## config.mk

```make
export PLATFORM = sky130hd
export DESIGN_NAME = red_pitaya_pwm_ctrl
export DESIGN_NICKNAME = d
export VERILOG_FILES = /design/src/rtl/red_pitaya_pwm_pkg.sv /design/src/rtl/red_pitaya_pwm_slew.sv /design/src/rtl/red_pitaya_pwm_ctrl.sv
export SDC_FILE = /design/constraint.sdc
export NUM_CORES = 1
export LEC_CHECK = 0
export ABC_AREA = 1
export BUFFER_PORTS_ARGS = -buffer_cell sky130_fd_sc_hd__buf_2
export CAP_MARGIN = 20
export CORE_ASPECT_RATIO = 1.2
export CORE_MARGIN = 5
export CORE_UTILIZATION = 60
export CTS_BUF_LIST = sky130_fd_sc_hd__clkbuf_4 sky130_fd_sc_hd__clkbuf_8
export DETAILED_ROUTE_END_ITERATION = 8
export PLACE_DENSITY = 0.79
export SYNTH_ARGS = -nofsm -noshare
export SYNTH_HDL_FRONTEND = slang
export SYNTH_SLANG_ARGS = --single-unit
```

## constraint.sdc

```tcl
create_clock -name clk_i -period 6.8 [get_ports clk_i]
set_input_delay 0.68 -clock clk_i [delete_from_list [all_inputs] [get_ports clk_i]]
set_output_delay 0.68 -clock clk_i [all_outputs]
set_load 0.01 [all_outputs]
```

## src/rtl/red_pitaya_pwm_pkg.sv

```systemverilog
// Register map, config-word geometry and dither encoder shared by the PWM config generator.
package red_pitaya_pwm_pkg;

  localparam logic [19:0] ADDR_PRESCALE = 20'h00000;
  localparam logic [19:0] ADDR_INFO     = 20'h00004;
  localparam logic [19:0] CH_BASE       = 20'h00040;
  localparam logic [19:0] CH_STRIDE     = 20'h00010;

  localparam logic [3:0] OFF_CTRL = 4'h0;
  localparam logic [3:0] OFF_SET  = 4'h4;
  localparam logic [3:0] OFF_STEP = 4'h8;
  localparam logic [3:0] OFF_CUR  = 4'hC;

  // Encoder works on the widest supported modulation field; callers slice down.
  localparam int MAX_MW = 8;
  localparam int MAX_SL = 1 << MAX_MW;

  function automatic int pwm_sl(input int mw);
    return 1 << mw;
  endfunction

  function automatic int pwm_cw(input int dw, input int mw);
    return dw + pwm_sl(mw);
  endfunction

  // Slot p carries modulation bit MW-1-t, t = trailing ones of p, so the MSB
  // toggles every other slot and each lower bit at half the rate of the one above.
  function automatic logic [MAX_SL-1:0] pwm_dither_enc(input logic [MAX_MW-1:0] m, input int mw);
    logic [MAX_SL-1:0] seq;
    logic [MAX_MW-1:0] sh;
    logic              done;
    int                t;
    seq = '0;
    for (int p = 0; p < MAX_SL; p++) begin
      t    = 0;
      done = 1'b0;
      for (int b = 0; b < MAX_MW; b++) begin
        if (!done && (((p >> b) & 1) == 1)) t++;
        else done = 1'b1;
      end
      sh = m >> (mw - 1 - t);
      if ((p < pwm_sl(mw)) && (t < mw) && sh[0]) seq = seq | (MAX_SL'(1) << p);
    end
    return seq;
  endfunction

endpackage

```

## src/rtl/red_pitaya_pwm_slew.sv

```systemverilog
// One PWM channel: CTRL/SET/STEP registers, slew-limited current value and registered cfg encoder.
// Latency: target -> cur 1 cycle, cur -> cfg 1 cycle; no backpressure.
module red_pitaya_pwm_slew
  import red_pitaya_pwm_pkg::*;
#(
  parameter int  IW = 14,
  parameter int  DW = 8,
  parameter int  MW = 4,
  localparam int SL = pwm_sl(MW),
  localparam int CW = pwm_cw(DW, MW)
) (
  input  logic                 clk_i,
  input  logic                 rstn_i,
  input  logic                 tick,
  input  logic signed [IW-1:0] pwm,
  input  logic [IW-1:0]        wdata,
  input  logic                 wr_ctrl,
  input  logic                 wr_set,
  input  logic                 wr_step,
  output logic [1:0]           ctrl,
  output logic signed [IW-1:0] set_val,
  output logic [IW-1:0]        step,
  output logic signed [IW-1:0] cur,
  output logic [CW-1:0]        cfg
);

  logic                 en;
  logic                 src;
  logic signed [IW-1:0] set_r;
  logic [IW-1:0]        step_r;
  logic signed [IW-1:0] cur_r;
  logic signed [IW-1:0] cur_nxt;
  logic signed [IW-1:0] tgt;
  logic signed [IW:0]   diff;
  logic signed [IW:0]   step_s;
  logic [DW-1:0]        duty;
  logic [MW-1:0]        mod;
  logic [MAX_SL-1:0]    dith_full;
  logic                 unused_dith;

  assign tgt    = src ? pwm : set_r;
  // One guard bit so full-scale swings (e.g. +8191 to -8192) cannot wrap.
  assign diff   = {tgt[IW-1], tgt} - {cur_r[IW-1], cur_r};
  assign step_s = {1'b0, step_r};

  always_comb begin
    cur_nxt = cur_r;
    if (!en) begin
      cur_nxt = '0;
    end else if (step_r == '0) begin
      cur_nxt = tgt;
    end else if (tick) begin
      if (diff > step_s)       cur_nxt = cur_r + step_r;
      else if (diff < -step_s) cur_nxt = cur_r - step_r;
      else                     cur_nxt = tgt;
    end
  end

  assign duty        = {~cur_r[IW-1], cur_r[IW-2 -: DW-1]};
  assign mod         = cur_r[IW-DW-1 -: MW];
  assign dith_full   = pwm_dither_enc(MAX_MW'(mod), MW);
  assign unused_dith = ^dith_full[MAX_SL-1:SL];

  always_ff @(posedge clk_i or negedge rstn_i) begin
    if (!rstn_i) begin
      en     <= 1'b0;
      src    <= 1'b0;
      set_r  <= '0;
      step_r <= '0;
      cur_r  <= '0;
      cfg    <= '0;
    end else begin
      if (wr_ctrl) {src, en} <= wdata[1:0];
      if (wr_set)  set_r     <= wdata;
      if (wr_step) step_r    <= wdata;
      cur_r <= cur_nxt;
      cfg   <= en ? {duty, dith_full[SL-1:0]} : '0;
    end
  end

  assign ctrl    = {src, en};
  assign set_val = set_r;
  assign step    = step_r;
  assign cur     = cur_r;

endmodule

```

## src/rtl/red_pitaya_pwm_ctrl.sv

```systemverilog
// N-channel PWM-DAC config generator: ramp prescaler, bus decode and per-channel slew/encode.
// Latency: pwm_i -> cfg_o 2 cycles, bus ack 1 cycle; no backpressure (every request acked).
module red_pitaya_pwm_ctrl
  import red_pitaya_pwm_pkg::*;
#(
  parameter int  NCH = 4,
  parameter int  IW  = 14,
  parameter int  DW  = 8,
  parameter int  MW  = 4,
  parameter int  PSW = 16,
  localparam int CW  = pwm_cw(DW, MW)
) (
  input  logic                clk_i,
  input  logic                rstn_i,
  input  logic [NCH*IW-1:0]   pwm_i,
  output logic [NCH*CW-1:0]   cfg_o,
  input  logic [31:0]         sys_addr,
  input  logic [31:0]         sys_wdata,
  input  logic [3:0]          sys_sel,
  input  logic                sys_wen,
  input  logic                sys_ren,
  output logic [31:0]         sys_rdata,
  output logic                sys_err,
  output logic                sys_ack
);

  logic [19:0]          addr;
  logic [19:0]          ch_off;
  logic                 ch_hit;
  logic [15:0]          ch_idx;
  logic [3:0]           ch_reg;
  logic [PSW-1:0]       prescale;
  logic [PSW-1:0]       ps_cnt;
  logic                 ps_wr;
  logic                 tick;
  logic [31:0]          rd;
  logic                 unused_bus;

  logic [1:0]           ctrl_a [NCH];
  logic signed [IW-1:0] set_a  [NCH];
  logic [IW-1:0]        step_a [NCH];
  logic signed [IW-1:0] cur_a  [NCH];

  assign addr       = sys_addr[19:0];
  assign ch_off     = addr - CH_BASE;
  assign ch_hit     = (addr >= CH_BASE) && (ch_off < 20'(NCH) * CH_STRIDE);
  // Channel stride is 16 bytes: upper offset bits select the channel, low nibble the register.
  assign ch_idx     = ch_off[19:4];
  assign ch_reg     = ch_off[3:0];
  assign unused_bus = ^{sys_sel, sys_addr[31:20], sys_wdata};

  assign ps_wr = sys_wen && (addr == ADDR_PRESCALE);
  assign tick  = (ps_cnt == prescale);

  for (genvar c = 0; c < NCH; c++) begin : g_ch
    logic wr_sel;
    assign wr_sel = sys_wen && ch_hit && (ch_idx == 16'(c));

    red_pitaya_pwm_slew #(
      .IW (IW),
      .DW (DW),
      .MW (MW)
    ) u_slew (
      .clk_i   (clk_i),
      .rstn_i  (rstn_i),
      .tick    (tick),
      .pwm     (pwm_i[c*IW +: IW]),
      .wdata   (sys_wdata[IW-1:0]),
      .wr_ctrl (wr_sel && (ch_reg == OFF_CTRL)),
      .wr_set  (wr_sel && (ch_reg == OFF_SET)),
      .wr_step (wr_sel && (ch_reg == OFF_STEP)),
      .ctrl    (ctrl_a[c]),
      .set_val (set_a[c]),
      .step    (step_a[c]),
      .cur     (cur_a[c]),
      .cfg     (cfg_o[c*CW +: CW])
    );
  end

  always_comb begin
    rd = '0;
    if (addr == ADDR_PRESCALE) begin
      rd = 32'(prescale);
    end else if (addr == ADDR_INFO) begin
      rd = {8'h0, 8'(NCH), 8'(DW), 8'(MW)};
    end else if (ch_hit) begin
      for (int c = 0; c < NCH; c++) begin
        if (ch_idx == 16'(c)) begin
          case (ch_reg)
            OFF_CTRL: rd = {30'b0, ctrl_a[c]};
            OFF_SET:  rd = 32'(set_a[c]);
            OFF_STEP: rd = 32'(step_a[c]);
            OFF_CUR:  rd = 32'(cur_a[c]);
            default:  rd = '0;
          endcase
        end
      end
    end
  end

  always_ff @(posedge clk_i or negedge rstn_i) begin
    if (!rstn_i) begin
      prescale  <= '0;
      ps_cnt    <= '0;
      sys_ack   <= 1'b0;
      sys_rdata <= '0;
    end else begin
      if (ps_wr) begin
        prescale <= sys_wdata[PSW-1:0];
        ps_cnt   <= '0;
      end else if (tick) begin
        ps_cnt <= '0;
      end else begin
        ps_cnt <= ps_cnt + 1'b1;
      end
      sys_ack   <= sys_wen | sys_ren;
      sys_rdata <= sys_ren ? rd : '0;
    end
  end

  assign sys_err = 1'b0;

endmodule

```

# Word level (Yosys, flattened, before mapping)
# Index checks and enable logic that the tools add are counted.
[word_totals]
output_inout_bits = 130
regBits = 337
inputBits = 128
elab_cells = 201
[op_classes]
n_reduce_logical = 26
add_sub_neg = 18
bitwise = 5
eq_ne = 12
order_cmp = 10
n_mux = 102
[ops]
columns = ["operator", "n"]
rows = [
  ["32-bit case mux with 4 select lines", 4],
  ["14-bit two-way mux", 28],
  ["32-bit two-way mux", 8],
  ["24-bit two-way mux", 4],
  ["15-bit greater-than comparator", 4],
  ["15-bit less-than comparator", 4],
  ["15-bit two-way mux", 4],
  ["14-bit negation with 15-bit output", 4],
  ["14-bit by 14-bit subtractor with 15-bit output", 4],
  ["14-bit adder", 4],
  ["14-bit zero test", 4],
  ["14-bit subtractor", 4],
  ["13-bit two-way mux", 4],
  ["12-bit two-way mux", 4],
  ["11-bit two-way mux", 4],
  ["10-bit two-way mux", 4],
  ["9-bit two-way mux", 4],
  ["16-bit by 2-bit == test with 1-bit output (second input constant)", 2],
  ["16-bit two-way mux", 2],
  ["8-bit two-way mux", 4],
  ["7-bit two-way mux", 4],
  ["6-bit two-way mux", 4],
  ["20-bit by 3-bit == test with 1-bit output (second input constant)", 1],
  ["20-bit by 7-bit greater-or-equal comparator with 1-bit output (second input constant)", 1],
  ["20 further kinds", 59],
]

# Logic depth before layout (Yosys ltp)
# Gate-level depths: netlist of run 1.
[logic_depth]
word_depth = 16
mapped_depth = 39
depth_no_buf = 36

# Cells and area by module
# Synthesis of run 1 repeated with hierarchy kept, for this count alone.
[unflattened]
cells_unflattened = 4021
area_unflattened_um2 = 27736.6
[modules_own_cells]
columns = ["mod", "seq_area_each_um2", "cells_per_inst", "area_per_inst_um2", "n_inst"]
rows = [
  ["red_pitaya_pwm_slew (g_ch[2].u_slew)", 1401.3, 848, 5859.4, 1],
  ["red_pitaya_pwm_slew (g_ch[3].u_slew)", 1401.3, 849, 5836.8, 1],
  ["red_pitaya_pwm_slew (g_ch[1].u_slew)", 1401.3, 842, 5774.3, 1],
  ["red_pitaya_pwm_slew (g_ch[0].u_slew)", 1401.3, 824, 5758.0, 1],
  ["red_pitaya_pwm_ctrl", 1276.2, 658, 4508.1, 1],
]

# Least setup slack after synthesis of run 1
# No wires, ideal clock.
[synth_path]
path_kind = "in2reg"
from = "in pwm_i[16]"
to = "reg g_ch[1].u_slew.cur_r[9]"
slack_ns = 2.348
path_buffers = 1
setup_ns = 0.117
t_arrival_ns = 4.336
t_required_ns = 6.683
cell_stages = 34
path_cell_list = "or2_2 > o21ai_0 > inv_1 > ha_1 > nand2_1 > nor2_1 > a211oi_1 > o21ai_0 > a21boi_0 > inv_1 > a21oi_1 > o21ai_0 > nand2_1 > nand2_1 > a21oi_1 > xor2_1 > inv_1 > ha_1 > inv_1 > nor2_1 > nand2_1 > nor2_4 > nand3_2 > nand2_1 > inv_2 > nand3_4 > nand2_2 > buf_6 > nand2_1 > o21ai_1 > nand2_1 > nand2_1 > nand2_1 > nand2_1"
[synth_between]
elab_chain_len = 8
word_cells_on_any_way = 9
classes_between = "add/sub (1); order compare (2); mux (6)"
[synth_rtl]
columns = ["element", "line", "source"]
rows = [
  ["start, declared", "red_pitaya_pwm_ctrl.sv:15", "input logic [NCH*IW-1:0] pwm_i,"],
  ["14-bit two-way mux (*)", "red_pitaya_pwm_slew.sv:41", "assign tgt = src ? pwm : set_r;"],
  ["14-bit by 14-bit subtractor with 15-bit output (*)", "red_pitaya_pwm_slew.sv:43", "assign diff = {tgt[IW-1], tgt} - {cur_r[IW-1], cur_r};"],
  ["15-bit less-than comparator", "red_pitaya_pwm_slew.sv:54", "else if (diff < -step_s) cur_nxt = cur_r - step_r;"],
  ["14-bit two-way mux", "red_pitaya_pwm_slew.sv:54", ""],
  ["14-bit two-way mux (*)", "red_pitaya_pwm_slew.sv:53", "if (diff > step_s) cur_nxt = cur_r + step_r;"],
  ["14-bit two-way mux (*)", "red_pitaya_pwm_slew.sv:52", "end else if (tick) begin"],
  ["14-bit two-way mux (*)", "red_pitaya_pwm_slew.sv:50", "end else if (step_r == '0) begin"],
  ["14-bit two-way mux (*)", "red_pitaya_pwm_slew.sv:48", "if (!en) begin"],
  ["end signal, assigned", "red_pitaya_pwm_slew.sv:76", "cur_r <= cur_nxt;"],
  ["end, declared", "red_pitaya_pwm_slew.sv:31", "logic signed [IW-1:0] cur_r;"],
]
# Mark *: on every way between the ends. The rest lies on a longest branch, timed or not. The select of a mux whose other input is x is not followed.
# A chain may end at the register's enable or synchronous reset.

# Worst setup path in the final report of run 1
[layout_path]
from = "reg g_ch[0].u_slew.src"
to = "reg g_ch[0].u_slew.cur_r[13]"
[layout_between]
elab_chain_len = 8
word_cells_on_any_way = 9
classes_between = "add/sub (1); order compare (2); mux (6)"
[layout_rtl]
columns = ["element", "line", "source"]
rows = [
  ["start, declared", "red_pitaya_pwm_slew.sv:28", "logic src;"],
  ["start signal, assigned", "red_pitaya_pwm_slew.sv:73", "if (wr_ctrl) {src, en} <= wdata[1:0];"],
  ["14-bit two-way mux (*)", "red_pitaya_pwm_slew.sv:41", ""],
  ["14-bit by 14-bit subtractor with 15-bit output", "red_pitaya_pwm_slew.sv:43", ""],
  ["15-bit less-than comparator", "red_pitaya_pwm_slew.sv:54", ""],
  ["14-bit two-way mux", "red_pitaya_pwm_slew.sv:54", ""],
  ["14-bit two-way mux", "red_pitaya_pwm_slew.sv:53", ""],
  ["14-bit two-way mux", "red_pitaya_pwm_slew.sv:52", ""],
  ["14-bit two-way mux (*)", "red_pitaya_pwm_slew.sv:50", ""],
  ["14-bit two-way mux (*)", "red_pitaya_pwm_slew.sv:48", ""],
  ["end signal, assigned", "red_pitaya_pwm_slew.sv:76", ""],
  ["end, declared", "red_pitaya_pwm_slew.sv:31", ""],
]
# Marked as above.

==> results of run 1 <==
## stage by stage
stage,power [uW],instance area [sq um],util (%)
after detailed placement,1790,28300,63.1
after global placement,1790,28300,63.1
after global routing,3700,29400,65.6
after CTS,3610,29400,65.6
final,3590,29400,65.6
after floorplan,1690,27200,-
## cell families (layout without fill, tap and decap cells)
| kind of cell | count (synthesis) | in the layout | share of synthesized area, % |
|---|---|---|---|
| other | 1 | 7 | 0.0138 |
| DFF | 275 | 275 | 25.3 |
| and+or+nand+nor | 1801 | 1801 | 29.7 |
| muxes | 4 | 4 | 0.156 |
| AOI/OAI and AO/OA | 704 | 704 | 14.8 |
| buffers and inverters | 759 | 910 | 11.6 |
| xor gates and xnor gates | 175 | 175 | 5.63 |
| adders and majority gates | 273 | 273 | 12.9 |
## critical path: cells and delay by family (launching register included)
kind            cells  cell delay, ns
flops               1            0.81
compound gates      8            1.51
fa+ha+maj           2            0.61
xor+xnor            1            0.19
simple gates       16            2.03
buf+inv             2            0.45
## cell usage after synthesis, types with 4 or more instances
library cell and number:
inv_2 17, nor2_1 213, a21oi_2 6, nand4_1 59, o22ai_1 30, a211oi_1 8, clkinv_1 5, a21o_1 8
a221oi_1 13, or2_2 34, a31oi_1 19, nor2_2 19, clkbuf_1 83, nand3_4 5, inv_1 564, o21ai_1 30
buf_4 66, ha_1 261, or2_0 5, o21bai_1 11, xor2_1 158, o21ai_2 5, nor3b_1 4, buf_6 4
buf_2 17, nor3_1 37, nand2_4 4, a21oi_1 216, dfrtp_1 275, nand2_1 1037, nand2_2 30, o221ai_1 22
and2_1 5, a31o_2 4, nand3_1 270, o31ai_1 11, o21ai_0 280, o211ai_1 10, nor4_1 17, nand3_2 38
fa_1 12, o2111ai_1 12, nand3b_1 8, xnor2_1 17
## power by group
| part | total, uW | switching [uW] | internal, uW | leakage (uW) |
|---|---|---|---|---|
| sequential | 1640 | 0.200 | 1640 | 0.00384 |
| combinational | 122 | 95.3 | 26.9 | 0.0119 |
| clock | 1830 | 759 | 1070 | 0.000591 |
## flip-flops by register name (all words and copies together) (netlist names)
signal               cells
g_ch.u_slew.cur         56
g_ch.u_slew.set_val     56
g_ch.u_slew.step        56
g_ch.u_slew.cfg         48
sys_rdata               18
prescale                16
ps_cnt                  16
g_ch.u_slew.en           4
g_ch.u_slew.src          4
sys_ack                  1
## final cells by class
cell class	count	area, sq um	area share (%)
Clock buffer	67	853	2.90
Timing Repair Buffer	239	1270	4.31
Inverter	587	2210	7.50
Multi-Input combinational cell	2962	17200	58.4
Sequential cell	275	6880	23.4
Tap cell	609	762	2.59
Antenna cell	2	5.00	0.0170
Clock inverter	17	260	0.884
## routing by layer
metal,global-route usage [%],vias up,wire [um]
li1,-,13200,-
met3,4.60,283,7820
met2,56.7,1301,40400
met4,19.8,2,5780
met1,44.0,12600,34500
met5,0,-,17
## path summary, 6_finish.rpt
path                                      startpoint                        end  slack (ns)  cells after the start
setup / recovery                  g_ch[0].u_slew.src     g_ch[0].u_slew.cur[13]        1.06                     29
hold / removal                                rstn_i     g_ch[1].u_slew.cfg[18]        0.05                      1
setup reg to reg                  g_ch[0].u_slew.src     g_ch[0].u_slew.cur[13]        1.06                     29
hold reg to reg            g_ch[2].u_slew.set_val[4]  g_ch[2].u_slew.set_val[4]        0.49                      2
max in group asynchronous                     rstn_i     g_ch[2].u_slew.cfg[18]        5.26                      2
min in group clk_i                     sys_wdata[14]               prescale[14]        0.29                      2
==> out/results.ini, run 1 <==
[outcome]
status = finished clean

[grt]
grt_max_degree = 162
antenna_found_initial = 4
first_global_vias = 25900
gr-usage-all-layers_pct = 34.6
grt_pass1_wl_um = 138000
gr-total-overflow = 0

[detailed_routing]
first_pass_iters = 8
via_per_inst = 5.77
vias = 27400
routed_wl_um = 88500
wire_per_inst_um = 18.6
drcViolationCount = 0
drt_iter0_markers = 2346
antenna_left = 0

[clocking]
hold_buffers = 0
postCtsSetupBuffers = 0
cts_buffers = 47
cts_sinks = 275
cts_resized = 0
clkLatencyLatePin_ns = 0.66
clk_root_buffer_cell = clkbuf_8
cts_buffer_depth = 3
cts_max_level = 2
tritoncts = built
clk_pin_slew_ns = 0.07

[critical_path]
crit_path_end_kind = register
required_ns = 7.36
arrival_ns = 6.30
crit_path_max_incr_delay_ns = 0.81
crit_top_cell = nand2_1
worstSetupPathType = reg -> reg
cp_slowest_cell = dfrtp_1
worstPathMaxFanout = 24
start_kind = register

[yosys]
synthTopCellsByArea = dfrtp_1 (25%), nand2_1 (14%), ha_1 (12%)
yosysUniqueCellTypes = 68
ys_seq_area_share_pct = 25.3
synth_cells = 3992
yosysWarnings = 0
yosys.area.top_type_share_pct = 25.3
netlist_area_sq_mm = 0.0272
yosys.area.top_type = dfrtp_1
synthFlopType = dfrtp_1
synthArstFlopShare_pct = 100
synth_edf_count = 0
syn_avg_cell_area_sq_um = 6.82
synth_seq_cells = 275

[job]
maxCapViolCount = 0

[pwr]
ir_drop_mv = 0.122
cellLeakagePower_uw = 0.0163
p_per_area_mw_per_mm2 = 122

[layout]
layout-drive-gt1-share_pct = 12.2
final_common_cell = nand2_1
nNetsFinal = 4513
nFillCells = 4279
area_growth_syn_to_layout_pct = 8.21
final_cells = 4758
final_cell_mix = nand2_1 (1036), inv_1 (564), o21ai_0 (280)

[sta]
fin_crit_ns = 5.74
fin_setup_tns_ns = 0
fin_skew_ns = 0.0307
setup_viol = 0
fin_crit_sh_pct = 84.4
tightest_slew_ns = 1.06
hold_viol = 0
rsz0062_at_grt = false
holdWs_ns = 0.0466
timing.fmax_ghz = 0.174
slew_headroom_pct = 28.9
slew_violations = 0
finalWorstSetupSlack_ns = 1.06

[die]
initial_core_util_pct = 60.6
die_area_sq_mm = 0.0497
die_w_um = 204
rows = 85
die-height_um = 243
core-area_sq_mm = 0.0449
io_pins = 258

[placement]
port_buffers = 220
pre_cts_ws_ns = 1.03
gp_congestion = 1.03
place_hpwl_um = 69300
placed_cells = 4672

[hold_path]
hold_path_class = in -> async

No activity file was read; power rests on OpenSTA's default activity.
==> inputs of run 2 (changes only) <==
==> constraint.sdc (replaced) <==
create_clock -name clk_i -period 5.75 [get_ports clk_i]
set_input_delay 0.575 -clock clk_i [delete_from_list [all_inputs] [get_ports clk_i]]
set_output_delay 0.575 -clock clk_i [all_outputs]
set_load 0.01 [all_outputs]
==> run 2 against run 1 <==
Against the previous run: hold slack improved by 0.12 ns; global-route usage about the same; power grew 17%; clock power increased by 16%; wire length decreased by 0.17%; final cell count rose by 0.25%; core utilization rose by 0.17 points; combinational power grew 20%; sequential share of layout area shrank 0.059 points; clock skew hardly changed; setup slack got worse by 0.56 ns; critical endpoint is now g_ch[1].u_slew.cur[10].
==> out/results.ini, run 2 (synthesis gave the netlist of run 1 again) <==
[outcome]
status = finished clean

[grt]
grt_max_degree = 130  ; -20%
gr-usage-met2_pct = 57.1  ; +0.38 points
grt_pass1_wl_um = 137000  ; about the same
met3_usage_pct = 4.89  ; +0.29 points
gr-total-overflow = 0  ; unchanged
first_global_vias = 25800  ; -0.44%
grt.busiest_layer = met2
gr-usage-all-layers_pct = 34.6  ; -0.048 points
antenna_found_initial = 3  ; -1
grt_util_met1_pct = 44.2  ; +0.15 points

[critical_path]
crit_path_max_incr_delay_ns = 0.51  ; -0.30 ns
cp_slowest_cell = dfrtp_1
required_ns = 6.28  ; -1.08 ns
critPathTopFamily = simple AND/OR/NAND/NOR gates
path_buf_inv = 5  ; +3
crit_top_cell = nand2_1
start_kind = register
worstPathMaxFanout = 13  ; -46%
arrival_ns = 5.78  ; -0.52 ns
crit_path_end_kind = register
worstSetupPathType = reg -> reg

[detailed_routing]
drt_iter0_markers = 2501  ; +6.6%
first_pass_iters = 8  ; unchanged
via_per_inst = 5.73  ; -0.68%
drcViolationCount = 0  ; unchanged
wire_per_inst_um = 18.5  ; -0.42%
antenna_left = 0  ; unchanged
vias = 27300  ; -0.43%
routed_wl_um = 88300  ; -0.17%

[layout]
final_cell_mix = nand2_1 (1036), inv_1 (564), o21ai_0 (280)
nNetsFinal = 4522  ; +0.20%
layout-drive-gt1-share_pct = 12.4  ; +0.25 points
nFillCells = 4305  ; +0.61%
area_growth_syn_to_layout_pct = 8.48
final_common_cell = nand2_1
final_cells = 4770  ; +0.25%

[pwr]
p_switching_uw = 1020  ; +19%
pwr-share-comb_pct = 3.5  ; about the same
p_per_area_mw_per_mm2 = 142  ; +17%
p_int_uw = 3180  ; +16%
pwr-share-clk_pct = 50.5  ; -0.5 points
sequentialPowerShare_pct = 46.1  ; +0.5 points
ir_drop_mv = 0.179  ; +46%
cellLeakagePower_uw = 0.0164  ; +0.17%
sw_frac_of_total_pct = 24.2  ; +0.44 points

[sta]
setup_viol = 0  ; unchanged
fin_crit_ns = 5.25  ; -0.488 ns
rsz0062_at_grt = false
fin_crit_sh_pct = 91.4  ; +6.9 points
slew_violations = 0  ; unchanged
fin_skew_ns = 0.0304  ; -0.000266 ns
tightest_slew_ns = 1.00  ; -0.0585 ns
timing.fmax_ghz = 0.190  ; +9.3%
fin_setup_tns_ns = 0  ; unchanged
slew_headroom_pct = 32.5  ; +3.6 points
finalWorstSetupSlack_ns = 0.496  ; -0.562 ns
hold_viol = 0  ; unchanged
holdWs_ns = 0.169  ; +0.123 ns

[die]
die-height_um = 243  ; unchanged
die_area_sq_mm = 0.0497  ; unchanged
io_pins = 258  ; unchanged
rows = 85  ; unchanged
initial_core_util_pct = 60.6  ; unchanged
core-area_sq_mm = 0.0449  ; unchanged
die_w_um = 204  ; unchanged

[placement]
gp_congestion = 1.01  ; -2.6%
port_buffers = 220  ; unchanged
place_hpwl_um = 69800  ; +0.70%
placed_cells = 4679  ; +0.15%
pre_cts_ws_ns = 0.346  ; -0.689 ns

[hold_path]
hold_path_class = in -> reg

[job]
maxCapViolCount = 0  ; unchanged

[clocking]
clk_root_buffer_cell = clkbuf_8
clkLatencyLatePin_ns = 0.66  ; about the same
tritoncts = built
cts_sinks = 275  ; unchanged
clk_pin_slew_ns = 0.07  ; about the same
cts_buffers = 48  ; +2.1%
postCtsSetupBuffers = 0  ; unchanged
cts_max_level = 2  ; unchanged
cts_buffer_depth = 3  ; unchanged

==> run 2: power by group through the flow <==
stage	Clock [uW]	Sequential [uW]	Combinational, uW
final	2120	1940	146
after global routing	2230	1930	158
after floorplan	0	1970	31.6
after detailed placement	0	1970	144
after CTS	2150	1940	145
after global placement	0	1970	144
==> run 2: final cells by class <==
type                            instances  area [sq um]  area share, %
Sequential cell                       275          6880           23.3
Inverter                              587          2210           7.48
Clock inverter                         17           198          0.670
Tap cell                              609           762           2.58
Multi-Input combinational cell       2962         17200           58.3
Clock buffer                           71           927           3.14
Timing Repair Buffer                  247          1330           4.50
Antenna cell                            2          5.00         0.0170
==> run 2: worst paths after layout <==
path                                           start                        end  slack [ns]  cells after the start
hold / removal                         sys_wdata[14]               prescale[14]        0.17                      2
min in group asynchronous                     rstn_i     g_ch[1].u_slew.cfg[22]        0.59                      2
hold reg to reg            g_ch[0].u_slew.set_val[4]  g_ch[0].u_slew.set_val[4]        0.49                      2
setup reg to reg                  g_ch[1].u_slew.src     g_ch[1].u_slew.cur[10]        0.50                     32
setup / recovery                  g_ch[1].u_slew.src     g_ch[1].u_slew.cur[10]        0.50                     32
max in group asynchronous                     rstn_i                prescale[6]        3.89                      3
==> run 2: timing repair <==
item / 4_1_cts / 5_1_grt
setup endpoints to repair: 0 / 13
gates resized for setup: 0 / 2
hold buffers: 1 / 0
hold endpoints to repair: 12 / 0
==> run 2: per-layer routing <==
| layer | up-vias | wire [um] | share of wire (%) |
|---|---|---|---|
| li1 | 13300 | - | - |
| met1 | 12600 | 35600 | 40 |
| met2 | 1214 | 40300 | 46 |
| met3 | 255 | 7030 | 8.0 |
| met4 | 2 | 5310 | 6.0 |
| met5 | - | 17 | 0.019 |
==> run 2: through the flow <==
stage / power, uW / area, sq um / utilization (%)
finish: 4200 / 29500 / 65.8
global route: 4320 / 29500 / 65.8
floorplan: 2000 / 27200 / -
global placement: 2120 / 28400 / 63.2
detailed placement: 2120 / 28400 / 63.2
CTS: 4240 / 29500 / 65.7
